`src/rtl/logic_unit_arbiter.sv`:
```
// Two requesters share one AND/OR/XOR/NOT unit through a round-robin arbiter and a single response channel.
// Define LOGIC_ARB_FIXED_PRIO_EN to replace round-robin with fixed priority (requester 0 wins ties).
module logic_unit_arbiter #(
  parameter int WIDTH = 16
) (
  input  logic             clk,
  input  logic             rst,
  input  logic             req0_valid,
  output logic             req0_ready,
  input  logic [WIDTH-1:0] req0_a,
  input  logic [WIDTH-1:0] req0_b,
  input  logic [2:0]       req0_f,
  input  logic             req1_valid,
  output logic             req1_ready,
  input  logic [WIDTH-1:0] req1_a,
  input  logic [WIDTH-1:0] req1_b,
  input  logic [2:0]       req1_f,
  output logic             rsp_valid,
  input  logic             rsp_ready,
  output logic             rsp_id,
  output logic [WIDTH-1:0] rsp_out,
  output logic             rsp_z,
  output logic             rsp_n,
  output logic             rsp_p,
  output logic             rsp_err,
  output logic [1:0]       dbg_state
);

  // Handshakes: a transfer happens on a cycle where valid and ready are both high;
  // the sender holds valid and payload stable until that cycle.
  typedef enum logic [1:0] {
    IDLE = 2'd0,
    EXEC = 2'd1,
    RESP = 2'd2
  } state_t;

  state_t           state;
  logic [WIDTH-1:0] op_a;
  logic [WIDTH-1:0] op_b;
  logic [2:0]       op_f;
  logic             op_id;
  logic             grant0;
  logic             grant1;
  logic             accept;

`ifdef LOGIC_ARB_FIXED_PRIO_EN
  assign grant0 = req0_valid;
  assign grant1 = req1_valid & ~req0_valid;
`else
  // last_grant = 1 means requester 1 was served last, so requester 0 wins a tie.
  logic last_grant;
  assign grant0 = req0_valid & (~req1_valid | last_grant);
  assign grant1 = req1_valid & (~req0_valid | ~last_grant);
`endif

  assign req0_ready = (state == IDLE) & ~rst & grant0;
  assign req1_ready = (state == IDLE) & ~rst & grant1;
  assign accept     = req0_ready | req1_ready;
  assign dbg_state  = state;

  logic [WIDTH-1:0] lu_out;
  logic             lu_err;
  logic             lu_z;
  logic             lu_n;
  logic             lu_p;

  always_comb begin
    lu_out = '0;
    lu_err = 1'b0;
    case (op_f)
      3'b000:  lu_out = op_a & op_b;
      3'b001:  lu_out = op_a | op_b;
      3'b010:  lu_out = op_a ^ op_b;
      3'b011:  lu_out = ~op_a;
      default: lu_err = 1'b1;
    endcase
    lu_z = ~lu_err & ~(|lu_out);
    lu_n = ~lu_err & lu_out[WIDTH-1];
    lu_p = ~lu_err & ~(^lu_out);
  end

  always_ff @(posedge clk) begin
    if (rst) begin
      state     <= IDLE;
      op_a      <= '0;
      op_b      <= '0;
      op_f      <= '0;
      op_id     <= 1'b0;
      rsp_valid <= 1'b0;
      rsp_id    <= 1'b0;
      rsp_out   <= '0;
      rsp_z     <= 1'b0;
      rsp_n     <= 1'b0;
      rsp_p     <= 1'b0;
      rsp_err   <= 1'b0;
`ifndef LOGIC_ARB_FIXED_PRIO_EN
      last_grant <= 1'b1;
`endif
    end else begin
      case (state)
        IDLE: begin
          if (accept) begin
            op_a  <= grant1 ? req1_a : req0_a;
            op_b  <= grant1 ? req1_b : req0_b;
            op_f  <= grant1 ? req1_f : req0_f;
            op_id <= grant1;
`ifndef LOGIC_ARB_FIXED_PRIO_EN
            last_grant <= grant1;
`endif
            state <= EXEC;
          end
        end
        EXEC: begin
          rsp_out   <= lu_out;
          rsp_z     <= lu_z;
          rsp_n     <= lu_n;
          rsp_p     <= lu_p;
          rsp_err   <= lu_err;
          rsp_id    <= op_id;
          rsp_valid <= 1'b1;
          state     <= RESP;
        end
        RESP: begin
          if (rsp_ready) begin
            rsp_valid <= 1'b0;
            state     <= IDLE;
          end
        end
        default: state <= IDLE;
      endcase
    end
  end

endmodule

```
`config.mk`:
```
export PLATFORM = sky130hd
export DESIGN_NAME = logic_unit_arbiter
export DESIGN_NICKNAME = d
export VERILOG_FILES = /design/src/rtl/logic_unit_arbiter.sv
export SDC_FILE = /design/constraint.sdc
export NUM_CORES = 1
export LEC_CHECK = 0
export CORE_MARGIN = 3
export CORE_UTILIZATION = 40
export CTS_CLUSTER_DIAMETER = 80
export DETAILED_ROUTE_END_ITERATION = 7
export GPL_TIMING_DRIVEN = 0
export PLACE_DENSITY = 0.69
export SKIP_CTS_REPAIR_TIMING = 1
export SKIP_LAST_GASP = 1
export SLEW_MARGIN = 20
export SYNTH_ARGS = -nofsm -noshare
export SYNTH_HDL_FRONTEND = slang
export SYNTH_SLANG_ARGS = --single-unit
```
`constraint.sdc`:
```
create_clock -name clk -period 2.5 [get_ports clk]
set_input_delay 0.25 -clock clk [delete_from_list [all_inputs] [get_ports clk]]
set_output_delay 0.25 -clock clk [all_outputs]
set_load 0.02 [all_outputs]
```
==> results_dict.tcl <==
set metrics [dict create \
    status "finished, final reports clean" \
    start_kind "flop" \
    cts_buffers 9 \
    grt_pass1_vias 3243 \
    avgRoutedWirePerCell_um 14.8 \
    max_freq_mhz 427 \
    syn_area_per_cell_um2 8.83 \
    clockRootBuffer "clkbuf_8" \
    slew_headroom_pct 60.6 \
    synth_top_family_by_area "compound AO/OA/AOI/OAI gates" \
    synth.area.mux_share_pct 14.9 \
    via_per_inst 5.13 \
    synth_nets 526 \
    overflow 0 \
    tightest_slew_ns 0.591 \
    setup_tns_ns 0 \
    synth-compound-area-share_pct 17.7 \
    n_fill_cell 800 \
    final_common_cell "clkdlybuf4s50_1" \
    p_leak_nw 2.01 \
    totalWireLength_mm 9.39 \
    ys_types 30 \
    placed_cell_area_um2 4760 \
    firstDrtPassIters 5 \
    design_area_um2 5120 \
    drtIter0Drc 164 \
    vias 3256 \
    clock-sinks 60 \
    crit_chain "nor2b_1, clkbuf_2, buf_4, a22oi_2, ha_1, xnor2_1, xnor2_1, xnor2_1, o41ai_1" \
    core-area_um2 8760 \
    ir_drop_mv 0.303 \
    hpwl_mm 7.37 \
    port_buffers 99 \
    slowest_delay_ns 0.40 \
    worst_skew_pair.late_latency_ns 0.34 \
    cts.clk_slew.worst_paths_ns 0.07 \
    drc 0 \
    antennaDiodeCount 0 \
    cts_tree "built" \
    multiInputGateArea_um2 2220 \
    power_density_nw_per_um2 652 \
    ioPinCount 101 \
    grt_pass1_wl_mm 15.4 \
    worst_ep_required_time_ns 2.72 \
    grt_max_degree 11 \
    end_kind "flop" \
    yosys.area_share.simple_pct 10.7 \
    crit_top_cell "xnor2_1" \
    die_area_um2 10300 \
    start_util_pct 41.4 \
    fin_skew_ns 0.00765 \
    area_growth_pct 41.1 \
    cp_max_fo 10 \
    path_class "flop to flop" \
    regArea_um2 1200 \
    gp_congestion 0.798 \
    finalMaxSlewViolations 0 \
    ys_top_cells_by_area "dfxtp_1 (33%), ha_1 (14%), a211oi_1 (11%)" \
    whs_ns 0.466 \
    synth_top_area_share_pct 33.1 \
    rows 34 \
    antenna_found_initial 0 \
    ys_ff_latch 60 \
    yosys_warnings 0 \
    ant_nets 0 \
    crit_slowest_cell "dfxtp_1" \
    htree_levels 3 \
    synth_largest_area_cell "dfxtp_1" \
    cap_violations 0 \
    setup_violations 0 \
    nets 637 \
    final_cell_mix "clkdlybuf4s50_1 (99), nor2_1 (72), dfxtp_1 (59), a211oi_1 (52), ha_1 (40)" \
    syn-cell-area_um2 3630 \
    hold_path_class "flop to flop" \
    hold_viol 0 \
    die_height_um 101 \
    grtUsageTotal_pct 18.9 \
    arrival_ns 2.56 \
    syn_inst 411 \
    min_period_ns 2.34 \
    seq_area_frac_synth_pct 33.1 \
    drive_gt1_share_pct 13.7 \
    synth-xor-area-share_pct 1.69 \
    die_w_um 101 \
    post-route-period-util_pct 93.6 \
    synthAdderAreaFrac_pct 13.8 \
    max-clock-path-buffers 2 \
]
per-layer routing:
metal	share of wire, %	global-route usage [%]	routed length (µm)
met1	46	25.0	4320
met3	4.5	2.96	418
met5	0	0	0
met4	1.5	6.44	144
met2	48	31.2	4500
path summary, 6_finish.rpt:
kind / from / to / slack (ns) / cells after the start
min: rsp_z / rsp_z / 0.47 / 2
max reg2reg: op_f[1] / rsp_p / 0.16 / 9
min reg2reg: rsp_z / rsp_z / 0.47 / 2
max: op_f[1] / rsp_p / 0.16 / 9
synth_stat cells:
cell type	instances
a211o_1	1
a211oi_1	52
a21oi_1	19
a22oi_1	16
a32oi_1	1
and2_1	1
and2b_1	1
and3_1	2
buf_2	10
buf_4	9
clkbuf_1	13
dfxtp_1	60
ha_1	40
inv_1	34
mux2_2	16
mux2i_1	36
nand2_1	9
nand2b_1	2
nand3_1	1
nand3b_1	1
nand4_1	1
nor2_1	73
nor2b_1	1
nor3_2	1
o21a_1	1
o21ai_0	1
o41ai_1	1
or4_1	1
xnor2_1	6
xor2_1	1
sequential cells by signal (all words and copies together) (netlist names), 2 cells and up:
signal / cells
dbg_state: 2
op_a: 16
op_b: 16
op_f: 3
rsp_out: 16
where the power goes:
| group | internal, W | leakage, nW | switching (W) |
|---|---|---|---|
| registers | 0.00106 | 0.495 | 0.0000832 |
| clock network | 0.000716 | 0.127 | 0.000378 |
| logic | 0.000566 | 1.39 | 0.000539 |
worst max-delay path, delay by kind of cell (launching register included):
kind | cells | cell delay (ns)
flip-flops | 1 | 0.40
AND/OR/NAND/NOR | 1 | 0.15
XOR/XNOR | 3 | 0.48
AO/OA/AOI/OAI | 2 | 0.36
buffers and inverters | 2 | 0.50
adder cells (fa/ha/maj) | 1 | 0.33
kinds of logic (layout without fill, tap and decap cells):
| family | Yosys count | after routing |
|---|---|---|
| compound gates | 92 | 92 |
| xor+xnor | 7 | 7 |
| fa+ha+maj | 40 | 40 |
| buf+inv | 66 | 182 |
| flops | 60 | 60 |
| mux | 52 | 52 |
| simple gates | 94 | 94 |
through the flow:
step,setup slack [ns],total power (W),std cells,utilization [%]
floorplan,0.436,0.00183,411,-
global placement,0.173,0.00216,618,54.3
detailed placement,0.0558,0.00221,618,54.3
CTS,0.0528,0.00330,634,57.1
global route,-0.00776,0.00354,635,58.5
finish,0.160,0.00334,635,58.5
cell type report:
type / count / area share, %
Timing Repair Buffer: 100 / 19.5
Buffer: 32 / 3.62
Inverter: 34 / 2.49
Multi-Input combinational cell: 285 / 43.4
Clock buffer: 12 / 3.03
Tap cell: 108 / 2.64
Clock inverter: 4 / 1.86
Sequential cell: 60 / 23.5
No activity file was read; power rests on OpenSTA's default activity.
